--- src/rtl/sdram_rw_arbiter.sv ---
// Arbitrates one Avalon-MM SDRAM master between a read requester and a write requester.
// One transaction at a time, reads preferred, in-flight reads capped, writes protected from starvation.
module sdram_rw_arbiter #(
    parameter int unsigned ADDR_W          = 24,
    parameter int unsigned MAX_OUTSTANDING = 16,
    parameter int unsigned WR_STARVE_LIMIT = 8
) (
    input  logic              clk_i,
    input  logic              reset_i,
    input  logic              rd_req_i,
    input  logic [ADDR_W-1:0] rd_addr_i,
    output logic              rd_accept_o,
    output logic [31:0]       rd_data_o,
    output logic              rd_valid_o,
    input  logic              wr_req_i,
    input  logic [ADDR_W-1:0] wr_addr_i,
    input  logic [31:0]       wr_data_i,
    output logic              wr_accept_o,
    output logic [ADDR_W-1:0] sdaddress_o,
    output logic              sdread_o,
    output logic              sdwrite_o,
    output logic [31:0]       sdwritedata_o,
    input  logic [31:0]       sdreaddata_i,
    input  logic              sdreaddatavalid_i,
    input  logic              sdwaitrequest_i,
    output logic [4:0]        outstanding_o,
    output logic              idle_o,
    output logic              err_unexpected_o,
    output logic [31:0]       reads_issued_o,
    output logic [31:0]       writes_issued_o
);

    localparam logic [4:0] OutMax    = 5'(MAX_OUTSTANDING);
    localparam logic [7:0] StarveMax = 8'(WR_STARVE_LIMIT);

    typedef enum logic [1:0] {StIdle, StRead, StWrite} state_e;

    state_e            state_q, state_d;
    logic [ADDR_W-1:0] addr_q, addr_d;
    logic [31:0]       wdata_q, wdata_d;
    logic [4:0]        out_q, out_d;
    logic [7:0]        starve_q, starve_d;
    logic              rd_valid_q, rd_valid_d;
    logic [31:0]       rd_data_q, rd_data_d;
    logic              err_q, err_d;
    logic [31:0]       rd_cnt_q, rd_cnt_d;
    logic [31:0]       wr_cnt_q, wr_cnt_d;

    logic rd_accept, wr_accept, rd_ok, rdv_match;

    assign rd_accept = (state_q == StRead) && !sdwaitrequest_i;
    assign wr_accept = (state_q == StWrite) && !sdwaitrequest_i;
    assign rd_ok     = rd_req_i && (out_q < OutMax);
    // A return only counts if some read is in flight, including one accepted this cycle.
    assign rdv_match = sdreaddatavalid_i && ((out_q != 5'd0) || rd_accept);

    always_comb begin
        state_d  = state_q;
        addr_d   = addr_q;
        wdata_d  = wdata_q;
        starve_d = starve_q;
        case (state_q)
            StIdle: begin
                if (wr_req_i && ((starve_q == StarveMax) || !rd_ok)) begin
                    state_d  = StWrite;
                    addr_d   = wr_addr_i;
                    wdata_d  = wr_data_i;
                    starve_d = 8'd0;
                end else if (rd_ok) begin
                    state_d = StRead;
                    addr_d  = rd_addr_i;
                    if (wr_req_i) begin
                        starve_d = (starve_q == StarveMax) ? starve_q : starve_q + 8'd1;
                    end else begin
                        starve_d = 8'd0;
                    end
                end
            end
            StRead:  if (!sdwaitrequest_i) state_d = StIdle;
            StWrite: if (!sdwaitrequest_i) state_d = StIdle;
            default: state_d = StIdle;
        endcase
    end

    always_comb begin
        out_d = out_q;
        case ({rd_accept, rdv_match})
            2'b10:   out_d = out_q + 5'd1;
            2'b01:   out_d = out_q - 5'd1;
            default: out_d = out_q;
        endcase
        err_d      = err_q | (sdreaddatavalid_i && !rdv_match);
        rd_valid_d = rdv_match;
        rd_data_d  = rdv_match ? sdreaddata_i : rd_data_q;
        rd_cnt_d   = rd_accept ? rd_cnt_q + 32'd1 : rd_cnt_q;
        wr_cnt_d   = wr_accept ? wr_cnt_q + 32'd1 : wr_cnt_q;
    end

    always_ff @(posedge clk_i) begin
        if (reset_i) begin
            state_q    <= StIdle;
            addr_q     <= '0;
            wdata_q    <= '0;
            out_q      <= '0;
            starve_q   <= '0;
            rd_valid_q <= 1'b0;
            rd_data_q  <= '0;
            err_q      <= 1'b0;
            rd_cnt_q   <= '0;
            wr_cnt_q   <= '0;
        end else begin
            state_q    <= state_d;
            addr_q     <= addr_d;
            wdata_q    <= wdata_d;
            out_q      <= out_d;
            starve_q   <= starve_d;
            rd_valid_q <= rd_valid_d;
            rd_data_q  <= rd_data_d;
            err_q      <= err_d;
            rd_cnt_q   <= rd_cnt_d;
            wr_cnt_q   <= wr_cnt_d;
        end
    end

    assign rd_accept_o      = rd_accept;
    assign wr_accept_o      = wr_accept;
    assign sdread_o         = (state_q == StRead);
    assign sdwrite_o        = (state_q == StWrite);
    assign sdaddress_o      = addr_q;
    assign sdwritedata_o    = wdata_q;
    assign rd_valid_o       = rd_valid_q;
    assign rd_data_o        = rd_data_q;
    assign outstanding_o    = out_q;
    assign idle_o           = (state_q == StIdle) && (out_q == 5'd0) && !rd_req_i && !wr_req_i;
    assign err_unexpected_o = err_q;
    assign reads_issued_o   = rd_cnt_q;
    assign writes_issued_o  = wr_cnt_q;

endmodule
--- config.mk ---
export PLATFORM = sky130hd
export DESIGN_NAME = sdram_rw_arbiter
export DESIGN_NICKNAME = d
export VERILOG_FILES = /design/src/rtl/sdram_rw_arbiter.sv
export SDC_FILE = /design/constraint.sdc
export NUM_CORES = 1
export LEC_CHECK = 0
export ABC_AREA = 1
export BUFFER_PORTS_ARGS = -buffer_cell sky130_fd_sc_hd__buf_2
export CORE_AREA = 2 2 129 131
export CTS_BUF_LIST = sky130_fd_sc_hd__clkbuf_16
export CTS_CLUSTER_DIAMETER = 120
export CTS_CLUSTER_SIZE = 12
export DETAILED_ROUTE_END_ITERATION = 10
export DIE_AREA = 0 0 131 133
export MAX_ROUTING_LAYER = met4
export PLACE_DENSITY_LB_ADDON = 0.1
export SLEW_MARGIN = 5
export SYNTH_ARGS = -nofsm -noshare
export SYNTH_HDL_FRONTEND = slang
export SYNTH_SLANG_ARGS = --single-unit
--- constraint.sdc ---
create_clock -name clk_i -period 5.9 [get_ports clk_i]
set_clock_uncertainty 0.15 [all_clocks]
set_input_delay 1.18 -clock clk_i [delete_from_list [all_inputs] [get_ports clk_i]]
set_output_delay 1.18 -clock clk_i [all_outputs]
set_load 0.1 [all_outputs]
* Word level (Yosys, flattened, before mapping)
Index checks and enable logic that the tools add are counted.
** Operators by class
- Multipliers :: 0
- Eq/ne operators :: 8
- Reductions and logical operators :: 26
- Shifts and indexed selects :: 0
- Add/sub/neg operators :: 5
- Bitwise operators :: 1
- Div/mod/pow operators :: 0
- Mux-type cells :: 11
- Order comparisons :: 1
** Operators by type and width (number)
- $add A32 B1 Y32 const B :: 2
- $mux W24 :: 2
- $mux W8 :: 4
- $pmux W5 S2 :: 1
- $logic_and A1 B1 Y1 :: 9
- $add A8 B1 Y8 const B :: 1
- $eq A8 B4 Y1 const B :: 1
- $mux W2 :: 3
- $reduce_and A2 Y1 :: 3
- $add A5 B1 Y5 const B :: 1
- $logic_not A1 Y1 :: 5
- $logic_not A5 Y1 :: 1
- $lt A5 B5 Y1 const B :: 1
- $reduce_bool A5 Y1 :: 1
- $sub A5 B1 Y5 const B :: 1
- $eq A2 B1 Y1 const B :: 2
- $eq A2 B2 Y1 const B :: 2
- $pmux W2 S2 :: 1
- $reduce_bool A2 Y1 :: 2
- $ne A3 B2 Y1 const B :: 1
- $ne A3 B3 Y1 const B :: 1
- $reduce_and A3 Y1 :: 1
- $logic_not A2 Y1 :: 1
- $logic_or A1 B1 Y1 :: 2
- other kinds (3) :: 3
** Storage, ports and cells
- Logic and storage cells :: 62
- RAM bits :: 0
- Latch bits :: 0
- Bits in read-only memories :: 0
- Memories kept :: 0
- Register bits :: 169

* Logic depth before layout (Yosys ltp)
Gate-level depths: netlist of run 1.
- Depth after elaboration :: 7
- Mapped depth :: 18

* Least setup slack after synthesis of run 1
Ideal clock, no wire load.
- Path kind :: input -> output
- From :: input wr_req_i
- To :: output idle_o
- Arrival time :: 4.605 ns
- Path slack :: -0.035 ns
- Stages on the path :: 4
- Required time :: 4.570 ns
- Cells stage by stage :: buf_2 buf_2 buf_1 nor4_1
** On the way
- Cells in the longest elaborated chain, start to end :: 2
** RTL lines
- start, declared :: RTL line 15 : input logic wr_req_i,
- $logic_not A1 Y1 :: RTL line 134 : assign idle_o = (state_q == StIdle) && (out_q == 5'd0) && !rd_req_i && !wr_req_i;
- $logic_and A1 B1 Y1 :: RTL line 134
- end, declared :: RTL line 27 : output logic idle_o,
No other way between the ends.

* Worst setup path after layout of run 1
- From :: input sdwaitrequest_i
- To :: register out_q[4], in the netlist outstanding_o[4]
** On the way
- Cells in the longest elaborated chain, start to end :: 6
- Elaborated cells between the ends (all ways) :: 8
- Classes of those cells :: eq/ne: 2; mux: 1; reduce/logical: 5
** RTL lines
- start, declared :: RTL line 25 : input logic sdwaitrequest_i,
- $logic_not A1 Y1 (*)
- $logic_and A1 B1 Y1 (*) :: RTL line 51 : assign rd_accept = (state_q == StRead) && !sdwaitrequest_i;
- $logic_or A1 B1 Y1 :: RTL line 55 : assign rdv_match = sdreaddatavalid_i && ((out_q != 5'd0) || rd_accept);
- $logic_and A1 B1 Y1 :: RTL line 55
- $eq A2 B1 Y1 / $eq A2 B2 Y1 (equally long branches) :: RTL line 87 : case ({rd_accept, rdv_match})
- $pmux W5 S2 / $reduce_bool A2 Y1 (equally long branches)
- end signal, assigned :: RTL line 115 : out_q <= out_d;
- end, declared :: RTL line 41 : logic [4:0] out_q, out_d;
Mark *: on every way between the ends. The rest lies on a longest branch, timed or not.
A chain may end at the register's enable or synchronous reset.

==> run_summary.xml, run 1 <==
<?xml version="1.0" encoding="UTF-8"?>
<metrics>
  <group name="outcome">
    <metric name="status" unit="">finished clean</metric>
  </group>
  <group name="pwr">
    <metric name="design_power_total" unit="mW">5.51</metric>
    <metric name="max-vdd-ir-drop" unit="uV">354</metric>
    <metric name="power_density" unit="nW/um^2">551</metric>
    <metric name="power.leakage" unit="nW">4.89</metric>
  </group>
  <group name="grt">
    <metric name="grt_pass1_wl" unit="um">34300</metric>
    <metric name="largest_net_degree_at_the_start_of_global_routing" unit="">83</metric>
    <metric name="groute.usage.overall" unit="">0.252</metric>
    <metric name="gr-total-overflow" unit="">0</metric>
    <metric name="antenna_found_initial" unit="">3</metric>
    <metric name="number_of_global_route_vias_before_repair" unit="">7307</metric>
  </group>
  <group name="layout">
    <metric name="fill_cells" unit="">1550</metric>
    <metric name="area_growth_syn_to_layout" unit="%">26.1</metric>
    <metric name="fraction_of_final_layout_cells_with_drive_strength_greater_than_1" unit="">0.254</metric>
    <metric name="nNetsFinal" unit="">1516</metric>
    <metric name="utilization" unit="">0.619</metric>
  </group>
  <group name="timing">
    <metric name="final.min_clock_period" unit="ps">3960</metric>
    <metric name="worst_pin_slew" unit="ps">1090</metric>
    <metric name="period_share" unit="">0.672</metric>
    <metric name="hold_slack" unit="ps">308</metric>
    <metric name="rsz0062_at_grt" unit="">false</metric>
    <metric name="finalHoldViolCount" unit="">0</metric>
    <metric name="max-slew-margin-rel" unit="">0.269</metric>
    <metric name="postLayoutSetupSlackWorst" unit="ps">1940</metric>
    <metric name="setup_viol" unit="">0</metric>
    <metric name="maxClockFrequency" unit="MHz">252</metric>
    <metric name="slew_violations" unit="">0</metric>
    <metric name="totalNegativeSetupSlack" unit="ps">0</metric>
  </group>
  <group name="synth">
    <metric name="post_synth.cell_area_avg" unit="sq um">7.01</metric>
    <metric name="synth.cell_area" unit="sq um">7940</metric>
    <metric name="asyncSetResetFlopFracSynth" unit="">0</metric>
    <metric name="ys_dominant_reg_cell" unit="">dfxtp_1</metric>
    <metric name="postSynthRegisterBits" unit="">169</metric>
    <metric name="most_common_cell_in_the_netlist" unit="">nand2_1</metric>
    <metric name="synth_sequential_area_ratio" unit="">0.426</metric>
    <metric name="synth_top_area_frac" unit="">0.426</metric>
    <metric name="synth_common_cells" unit="">226 x nand2_1, 214 x nor2_1, 169 x dfxtp_1, 112 x inv_1, 87 x nand3_1</metric>
    <metric name="postSynthCellCount" unit="">1132</metric>
    <metric name="synth_enable_flop_cells" unit="">0</metric>
    <metric name="post_synth_main_area_contributors" unit="">dfxtp_1 43%, nand2_1 11%, nor2_1 10%, nand3_1 5.5%, inv_1 5.3%</metric>
    <metric name="syn_nets" unit="">1261</metric>
    <metric name="ys_types" unit="">39</metric>
    <metric name="synth_top_area_cell" unit="">dfxtp_1</metric>
    <metric name="number_of_warnings_printed_during_yosys_synthesis" unit="">0</metric>
  </group>
  <group name="critical_path">
    <metric name="worst-endpoint-required" unit="ps">6010</metric>
    <metric name="timing.setup.critical_path_class" unit="">input pin to register</metric>
    <metric name="startpoint" unit="">sdwaitrequest_i</metric>
    <metric name="rrSetupSlack" unit="ps">2290</metric>
    <metric name="crit_path_cell_trace" unit="">buf_2 &gt; inv_2 &gt; nand2_4 &gt; nand4_1 &gt; nand2_1 &gt; inv_2 &gt; ha_1 &gt; xor2_1 &gt; ha_1 &gt; inv_1 &gt; nand2_1 &gt; nand3_1 &gt; nand3b_1 &gt; nand2_1 &gt; nand2_1 &gt; a21oi_1</metric>
    <metric name="timing.critical_path.slowest_stage_cell" unit="">inv_2</metric>
    <metric name="critical_path_end_type" unit="">register</metric>
    <metric name="worst_path_largest_cell_delay" unit="ps">690</metric>
    <metric name="path_max_fanout" unit="">34</metric>
    <metric name="worst_flop_to_flop_path_startpoint" unit="">state_q[1]$_SDFFE_PP0P_</metric>
    <metric name="cp.arrival" unit="ps">4070</metric>
    <metric name="worst_r2r_path_depth" unit="">16</metric>
    <metric name="timing.critical_path.mode_cell" unit="">nand2_1</metric>
    <metric name="worst_r2r_endpoint" unit="">outstanding_o[4]$_SDFFE_PP0P_</metric>
    <metric name="worst_setup_path_start_kind" unit="">input pin</metric>
  </group>
  <group name="placement">
    <metric name="gp_congestion" unit="">0.865</metric>
    <metric name="io_buffers" unit="">281</metric>
    <metric name="hpwlAfterDp" unit="um">15400</metric>
    <metric name="dpl_worst_slack" unit="ps">1480</metric>
  </group>
  <group name="clock_network">
    <metric name="worst_skew_pair.late_latency" unit="ps">420</metric>
    <metric name="numClockSinks" unit="">169</metric>
    <metric name="ctsHoldBuffers" unit="">0</metric>
    <metric name="htree_num_levels" unit="">4</metric>
    <metric name="cts_tree" unit="">yes</metric>
    <metric name="clk_path_buf_depth" unit="">2</metric>
    <metric name="cts_inserted_buffers" unit="">17</metric>
    <metric name="postCtsSetupBuffers" unit="">0</metric>
    <metric name="postCtsResizedCells" unit="">0</metric>
    <metric name="clk_pin_slew_worst_paths" unit="ps">60</metric>
    <metric name="cts-root-buf" unit="">clkbuf_16</metric>
  </group>
  <group name="drt">
    <metric name="vias_per_cell" unit="">4.91</metric>
    <metric name="detailroute.via_count" unit="">7961</metric>
    <metric name="drcViolationCount" unit="">0</metric>
    <metric name="route.antenna.remaining_nets" unit="">0</metric>
    <metric name="detailedRoute.firstIterationViolations" unit="">291</metric>
    <metric name="wl" unit="um">21500</metric>
    <metric name="firstDrtPassIters" unit="">5</metric>
    <metric name="routedWlPerCell" unit="um">13.3</metric>
  </group>
  <group name="floorplanning">
    <metric name="die_area" unit="sq um">17400</metric>
    <metric name="core_region_area" unit="sq um">16200</metric>
    <metric name="design.portCount" unit="">282</metric>
    <metric name="core.rowCount" unit="">47</metric>
    <metric name="initial_utilization" unit="">0.491</metric>
    <metric name="dieWidth" unit="um">131</metric>
    <metric name="die_height" unit="um">133</metric>
  </group>
  <group name="min_path">
    <metric name="hold-path-cell-count" unit="">2</metric>
    <metric name="worst_hold_endpoint" unit="">sdwritedata_o[25]$_SDFFE_PP0P_</metric>
    <metric name="hp-class" unit="">register to register</metric>
    <metric name="worst_hold_startpoint" unit="">sdwritedata_o[25]$_SDFFE_PP0P_</metric>
  </group>
  <group name="flow_run">
    <metric name="cap_violations" unit="">0</metric>
  </group>
</metrics>
[flip-flops by register name (all words and copies together), names as in the netlist]
signal / cells
starve_q: 8
err_unexpected_o: 1
sdaddress_o: 24
writes_issued_o: 32
state_q: 2
rd_data_o: 32
outstanding_o: 5
rd_valid_o: 1
sdwritedata_o: 32
reads_issued_o: 32
[cell usage in the layout (no fill, tap or decap), drive strengths merged]
master    count
buf         286
nand2       232
nor2        230
dfxtp       169
inv         121
nand3        99
a21oi        68
o21ai        54
nand4        48
clkbuf       17
nor3         15
xor2         11
ha           11
o21a          6
xnor2         5
clkinv        5
diode         3
nand3b        3
and2          3
bufinv        3
clkinvlp      3
o21bai        2
and3          2
nor4          2
a21boi        1
o22ai         1
and3b         1
a31oi         1
[area by class of cell]
cell class / count / area, sq um / share of cell area
antenna: 3 / 7.51 / 0.000750
clock inverter: 14 / 159 / 0.0159
tap: 220 / 275 / 0.0275
clock buffer: 17 / 425 / 0.0425
inverter: 118 / 443 / 0.0443
sequential: 169 / 3380 / 0.338
timing repair buffer: 286 / 1440 / 0.144
multi-input combinational: 795 / 3870 / 0.387
[routing by layer]
layer,GRT usage,share of wire,vias up
met2,0.417,0.48,237
li1,-,-,4141
met5,-,0,-
met1,0.294,0.43,3551
met3,0.0655,0.067,32
met4,0.0875,0.019,0
[cell families (layout without fill, tap and decap cells)]
group | Yosys count | in the layout | share of synthesized area
compound gates | 133 | 133 | 0.0870
xor+xnor | 16 | 16 | 0.0177
fa+ha+maj | 11 | 11 | 0.0173
buf+inv | 168 | 435 | 0.0867
flops | 169 | 169 | 0.426
other cells | 0 | 3 | 0
simple gates | 635 | 635 | 0.365
[worst max-delay path: cells and delay by family]
kind,cells,cell delay [ps]
xor gates and xnor gates,1,220
adders and majority gates,2,510
AOI/OAI and AO/OA,1,50
buffers and inverters,4,940
and+or+nand+nor,8,1150
[report_power, final]
part	switching, mW	internal (mW)
registers	0.133	1.37
clock network	0.456	0.659
logic	2.41	0.478
total	3.00	2.51
[how the worst max path moves through the flow]
stage	endpoint	slack, ps	cells after the start
floorplan	idle_o	1120	4
global placement	outstanding_o[4]$_SDFFE_PP0P_	1530	16
detailed placement	outstanding_o[4]$_SDFFE_PP0P_	1480	16
CTS	outstanding_o[4]$_SDFFE_PP0P_	1940	16
global route	outstanding_o[4]$_SDFFE_PP0P_	1600	17
finish	outstanding_o[4]$_SDFFE_PP0P_	1940	16
[per-stage QoR]
stage | cells | instance area, sq um
2_1_floorplan | 1132 | 7940
3_3_place_gp | 1588 | 9420
3_5_place_dp | 1588 | 9420
4_1_cts | 1619 | 10000
5_1_grt | 1622 | 10000
6_report | 1622 | 10000
No activity file was read; power rests on OpenSTA's default activity.
==> run 2: changes to the inputs <==
clock period = 3.8 ns   (was 5.9 ns; I/O delays follow)
==> run 2 against run 1 <==
Effect of this change:
- die area stayed put
- sequential cell count unchanged
- first-iteration DRC count rose by 10%
- via count grew 0.23%
- worst hold slack is essentially flat
- combinational power grew 57%
- core utilization decreased by 0.054 points
- critical path depth is 12 lower
- global-route usage hardly changed
- clock-buffer cell count unchanged
- total power rose by 54%
- sequential share of layout area hardly changed
- largest cell class unchanged
==> run_summary.xml, run 2 (synthesis gave the netlist of run 1 again) <==
<?xml version="1.0" encoding="UTF-8"?>
<metrics>
  <group name="min_path">
    <metric name="hp-class" unit="">register to register</metric>
    <metric name="worst_hold_startpoint" unit="">sdwritedata_o[25]$_SDFFE_PP0P_</metric>
  </group>
  <group name="flow_run">
    <metric name="cap_violations" unit="">0</metric>
  </group>
  <group name="grt">
    <metric name="groute.usage.overall" unit="">0.251</metric>
    <metric name="gr-total-overflow" unit="">0</metric>
    <metric name="grt_pass1_wl" unit="um">34200</metric>
    <metric name="number_of_global_route_vias_before_repair" unit="">7183</metric>
    <metric name="largest_net_degree_at_the_start_of_global_routing" unit="">83</metric>
    <metric name="antenna_found_initial" unit="">0</metric>
  </group>
  <group name="floorplanning">
    <metric name="initial_utilization" unit="">0.491</metric>
    <metric name="die_area" unit="sq um">17400</metric>
    <metric name="die_height" unit="um">133</metric>
    <metric name="core.rowCount" unit="">47</metric>
    <metric name="core_region_area" unit="sq um">16200</metric>
    <metric name="design.portCount" unit="">282</metric>
    <metric name="dieWidth" unit="um">131</metric>
  </group>
  <group name="pwr">
    <metric name="max-vdd-ir-drop" unit="uV">793</metric>
    <metric name="power.leakage" unit="nW">4.90</metric>
    <metric name="power_density" unit="nW/um^2">849</metric>
  </group>
  <group name="layout">
    <metric name="fill_cells" unit="">1529</metric>
    <metric name="most-common-layout-cells" unit="">281 x buf_2, 226 x nand2_1, 214 x nor2_1</metric>
    <metric name="fraction_of_final_layout_cells_with_drive_strength_greater_than_1" unit="">0.257</metric>
    <metric name="area_growth_syn_to_layout" unit="%">26.0</metric>
    <metric name="utilization" unit="">0.618</metric>
    <metric name="antennaDiodeCount" unit="">0</metric>
    <metric name="post_layout_nonfiller_instances" unit="">1625</metric>
    <metric name="mostFrequentLayoutCell" unit="">buf_2</metric>
    <metric name="nNetsFinal" unit="">1521</metric>
  </group>
  <group name="timing">
    <metric name="rsz0062_at_grt" unit="">false</metric>
    <metric name="worst_pin_slew" unit="ps">931</metric>
    <metric name="max-slew-margin-rel" unit="">0.380</metric>
    <metric name="finalHoldViolCount" unit="">0</metric>
    <metric name="slew_violations" unit="">0</metric>
    <metric name="setup_viol" unit="">0</metric>
    <metric name="totalNegativeSetupSlack" unit="ps">0</metric>
    <metric name="maxClockFrequency" unit="MHz">347</metric>
    <metric name="period_share" unit="">0.759</metric>
    <metric name="final.min_clock_period" unit="ps">2880</metric>
  </group>
  <group name="clock_network">
    <metric name="cts-root-buf" unit="">clkbuf_16</metric>
    <metric name="cts_tree" unit="">yes</metric>
    <metric name="clk_pin_slew_worst_paths" unit="ps">60</metric>
    <metric name="cts_inserted_buffers" unit="">17</metric>
    <metric name="worst_skew_pair.late_latency" unit="ps">420</metric>
    <metric name="postCtsResizedCells" unit="">0</metric>
    <metric name="postCtsSetupBuffers" unit="">0</metric>
    <metric name="numClockSinks" unit="">169</metric>
    <metric name="clk_path_buf_depth" unit="">2</metric>
    <metric name="ctsHoldBuffers" unit="">0</metric>
    <metric name="htree_num_levels" unit="">4</metric>
  </group>
  <group name="drt">
    <metric name="firstDrtPassIters" unit="">5</metric>
    <metric name="routedWlPerCell" unit="um">13.2</metric>
    <metric name="wl" unit="um">21500</metric>
    <metric name="route.antenna.remaining_nets" unit="">0</metric>
    <metric name="drcViolationCount" unit="">0</metric>
    <metric name="detailroute.via_count" unit="">7979</metric>
    <metric name="detailedRoute.firstIterationViolations" unit="">320</metric>
    <metric name="vias_per_cell" unit="">4.91</metric>
  </group>
  <group name="placement">
    <metric name="hpwlAfterDp" unit="um">15500</metric>
    <metric name="gp_congestion" unit="">0.866</metric>
    <metric name="numPlacedInstances" unit="">1593</metric>
    <metric name="io_buffers" unit="">281</metric>
  </group>
  <group name="critical_path">
    <metric name="worst_setup_path_start_kind" unit="">register</metric>
    <metric name="startpoint" unit="">outstanding_o[0]$_SDFFE_PP0P_</metric>
    <metric name="critical_path_end_type" unit="">output pin</metric>
    <metric name="worst-endpoint-required" unit="ps">2890</metric>
    <metric name="timing.setup.critical_path_class" unit="">register to output pin</metric>
    <metric name="worst_flop_to_flop_path_startpoint" unit="">state_q[1]$_SDFFE_PP0P_</metric>
    <metric name="path_max_fanout" unit="">6</metric>
    <metric name="cp.arrival" unit="ps">1970</metric>
  </group>
  <group name="outcome">
    <metric name="status" unit="">finished clean</metric>
  </group>
</metrics>
run 2: critical path, cell delays in order (launching register included):
cell     delay (ps)
dfxtp_1         370
nor3_2          220
nand3_1         200
nor4_4          260
buf_2           490
run 2: cell type report:
type,count,area [sq um],share of cell area
clock inverter,15,111,0.0111
timing repair buffer,291,1480,0.148
inverter,118,443,0.0443
multi-input combinational,795,3880,0.388
sequential,169,3380,0.338
tap,220,275,0.0275
clock buffer,17,425,0.0425
run 2: metrics by stage:
| stage | worst slack [ps] | total power [mW] | hold WS (ps) | instance area [sq um] |
|---|---|---|---|---|
| final | 917 | 8.49 | 308 | 10000 |
| after detailed placement | 714 | 6.91 | 302 | 9460 |
| after global routing | 805 | 8.91 | 324 | 10000 |
| after floorplan | 488 | 6.20 | 311 | 7950 |
| after CTS | 882 | 8.54 | 311 | 10000 |
| after global placement | 786 | 6.89 | 294 | 9460 |
run 2: report_power, final:
| part | internal [mW] | leakage (nW) | total [mW] | switching [mW] |
|---|---|---|---|---|
| sequential | 2.13 | 1.38 | 2.34 | 0.211 |
| clock | 0.889 | 0.266 | 1.61 | 0.720 |
| combinational | 0.768 | 3.26 | 4.54 | 3.77 |
run 2: path summary, 6_finish.rpt:
kind / end / cells past startpoint / slack [ps]
setup / recovery: idle_o / 4 / 920
hold / removal: sdwritedata_o[25]$_SDFFE_PP0P_ / 2 / 310
setup reg to reg: outstanding_o[4]$_SDFFE_PP0P_ / 16 / 1090
hold reg to reg: sdwritedata_o[25]$_SDFFE_PP0P_ / 2 / 310
run 2: per-layer routing:
layer | up-vias | part of all wire | wire, um | GRT usage
met5 | - | 0 | 0 | -
met4 | 0 | 0.021 | 450 | 0.0739
met3 | 32 | 0.061 | 1300 | 0.0619
met2 | 228 | 0.47 | 10000 | 0.402
met1 | 3571 | 0.45 | 9720 | 0.313
li1 | 4148 | - | - | -
==> run 3: changes to the inputs <==
clock period = 3 ns   (was 3.8 ns; I/O delays follow)
==> run 3 against run 2 <==
Effect of this change:
- critical path depth increased by 1
- clock power is 35% higher
- register-to-register slack lost 530 ps
- worst hold slack worse by 37 ps
- cell area up 0.94%
- core utilization increased by 0.58 points
- sequential share of layout area is 0.31 points lower
- sequential cell count stayed put
- critical endpoint unchanged
- largest cell class unchanged
- highest routed layer unchanged
==> run_summary.xml, run 3 (synthesis gave the netlist of run 1 again) <==
<?xml version="1.0" encoding="UTF-8"?>
<metrics>
  <group name="timing">
    <metric name="rsz0062_at_grt" unit="">false</metric>
    <metric name="final.min_clock_period" unit="ps">2590</metric>
    <metric name="maxClockFrequency" unit="MHz">387</metric>
    <metric name="worst_pin_slew" unit="ps">593</metric>
    <metric name="totalNegativeSetupSlack" unit="ps">0</metric>
    <metric name="max-slew-margin-rel" unit="">0.604</metric>
    <metric name="slew_violations" unit="">0</metric>
    <metric name="setup_viol" unit="">0</metric>
    <metric name="finalHoldViolCount" unit="">0</metric>
    <metric name="period_share" unit="">0.862</metric>
    <metric name="hold_slack" unit="ps">270</metric>
  </group>
  <group name="clock_network">
    <metric name="postCtsResizedCells" unit="">0</metric>
    <metric name="htree_num_levels" unit="">4</metric>
    <metric name="cts-root-buf" unit="">clkbuf_16</metric>
    <metric name="clk_pin_slew_worst_paths" unit="ps">60</metric>
    <metric name="postCtsSetupBuffers" unit="">0</metric>
    <metric name="worst_skew_pair.late_latency" unit="ps">430</metric>
    <metric name="cts_inserted_buffers" unit="">17</metric>
    <metric name="ctsHoldBuffers" unit="">0</metric>
    <metric name="numClockSinks" unit="">169</metric>
    <metric name="cts_tree" unit="">yes</metric>
    <metric name="clk_path_buf_depth" unit="">2</metric>
  </group>
  <group name="layout">
    <metric name="layout.area.seq" unit="sq um">3380</metric>
    <metric name="multi_input_area" unit="sq um">3880</metric>
    <metric name="fraction_of_final_layout_cells_with_drive_strength_greater_than_1" unit="">0.259</metric>
    <metric name="nNetsFinal" unit="">1521</metric>
    <metric name="most-common-layout-cells" unit="">280 x buf_2, 226 x nand2_1, 214 x nor2_1</metric>
    <metric name="fill_cells" unit="">1500</metric>
    <metric name="mostFrequentLayoutCell" unit="">buf_2</metric>
    <metric name="area_growth_syn_to_layout" unit="%">27.2</metric>
  </group>
  <group name="floorplanning">
    <metric name="core_region_area" unit="sq um">16200</metric>
    <metric name="design.portCount" unit="">282</metric>
    <metric name="die_area" unit="sq um">17400</metric>
    <metric name="dieWidth" unit="um">131</metric>
    <metric name="die_height" unit="um">133</metric>
    <metric name="core.rowCount" unit="">47</metric>
    <metric name="initial_utilization" unit="">0.491</metric>
  </group>
  <group name="critical_path">
    <metric name="critical_path_end_type" unit="">output pin</metric>
    <metric name="worst_flop_to_flop_path_startpoint" unit="">state_q[1]$_SDFFE_PP0P_</metric>
    <metric name="path_max_fanout" unit="">8</metric>
    <metric name="worst_r2r_endpoint" unit="">outstanding_o[3]$_SDFFE_PP0P_</metric>
    <metric name="worst_r2r_path_depth" unit="">16</metric>
    <metric name="rrSetupSlack" unit="ps">560</metric>
    <metric name="worst-endpoint-required" unit="ps">2250</metric>
    <metric name="worst_setup_path_start_kind" unit="">register</metric>
    <metric name="cp.arrival" unit="ps">1840</metric>
    <metric name="timing.setup.critical_path_class" unit="">register to output pin</metric>
  </group>
  <group name="min_path">
    <metric name="worst_hold_startpoint" unit="">sdreaddata_i[21]</metric>
    <metric name="worst_hold_endpoint" unit="">rd_data_o[21]$_SDFFE_PP0P_</metric>
    <metric name="hold-path-cell-count" unit="">3</metric>
    <metric name="hp-class" unit="">input pin to register</metric>
  </group>
  <group name="drt">
    <metric name="drcViolationCount" unit="">0</metric>
    <metric name="wl" unit="um">21500</metric>
    <metric name="detailroute.via_count" unit="">8023</metric>
    <metric name="firstDrtPassIters" unit="">5</metric>
    <metric name="vias_per_cell" unit="">4.93</metric>
    <metric name="route.antenna.remaining_nets" unit="">0</metric>
    <metric name="routedWlPerCell" unit="um">13.2</metric>
    <metric name="detailedRoute.firstIterationViolations" unit="">337</metric>
  </group>
  <group name="pwr">
    <metric name="power_density" unit="nW/um^2">1080</metric>
    <metric name="max-vdd-ir-drop" unit="uV">724</metric>
    <metric name="power.leakage" unit="nW">4.92</metric>
  </group>
  <group name="flow_run">
    <metric name="cap_violations" unit="">0</metric>
  </group>
  <group name="grt">
    <metric name="gr-total-overflow" unit="">0</metric>
    <metric name="largest_net_degree_at_the_start_of_global_routing" unit="">61</metric>
    <metric name="groute.usage.overall" unit="">0.257</metric>
    <metric name="antenna_found_initial" unit="">1</metric>
    <metric name="number_of_global_route_vias_before_repair" unit="">7066</metric>
    <metric name="grt_pass1_wl" unit="um">34800</metric>
  </group>
  <group name="placement">
    <metric name="hpwlAfterDp" unit="um">15600</metric>
    <metric name="gp_congestion" unit="">0.839</metric>
    <metric name="io_buffers" unit="">281</metric>
  </group>
  <group name="outcome">
    <metric name="status" unit="">finished clean</metric>
  </group>
</metrics>
==> run 3: metrics by stage <==
stage	utilization	worst slack, ps	cell area [sq um]	power [mW]	std cells
2_1_floorplan	-	7.70	7950	7.85	1132
3_3_place_gp	0.589	398	9520	8.79	1593
3_5_place_dp	0.589	343	9520	8.82	1593
4_1_cts	0.624	374	10100	11.0	1625
5_1_grt	0.624	280	10100	11.5	1626
6_report	0.624	415	10100	10.9	1626
==> run 3: how the worst max path moves through the flow <==
stage,cells after the start,from,to
2_1_floorplan,4,wr_req_i,idle_o
3_3_place_gp,15,sdwaitrequest_i,outstanding_o[4]$_SDFFE_PP0P_
3_5_place_dp,15,sdwaitrequest_i,outstanding_o[4]$_SDFFE_PP0P_
4_1_cts,5,state_q[0]$_SDFFE_PP0P_,idle_o
5_1_grt,16,state_q[1]$_SDFFE_PP0P_,outstanding_o[4]$_SDFFE_PP0P_
6_report,5,state_q[0]$_SDFFE_PP0P_,idle_o
==> run 3: area by class of cell <==
type,instances,share of cell area
Sequential cell,169,0.335
Multi-Input combinational cell,795,0.385
Tap cell,220,0.0273
Timing Repair Buffer,291,0.152
Antenna cell,1,0.000248
Clock buffer,17,0.0421
Clock inverter,15,0.0146
Inverter,118,0.0439
==> run 3: critical path, stage by stage, from the launching register on <==
cell	delay (ps)
dfxtp_1	340
inv_1	90
ha_1	350
inv_1	140
nor4_4	280
buf_12	220
==> run 3: metal layers <==
| layer | routed length (um) | share of wire | track usage | up-vias |
|---|---|---|---|---|
| met5 | 0 | 0 | - | - |
| met4 | 342 | 0.016 | 0.0739 | 0 |
| met3 | 1360 | 0.063 | 0.0635 | 26 |
| met2 | 10500 | 0.49 | 0.410 | 237 |
| met1 | 9340 | 0.43 | 0.323 | 3610 |
| li1 | - | - | - | 4150 |
==> run 3: report_power, final <==
part	internal [mW]	leakage [nW]	switching (mW)
sequential	2.70	1.38	0.263
combinational	1.02	3.27	4.79
clock	1.22	0.271	0.943
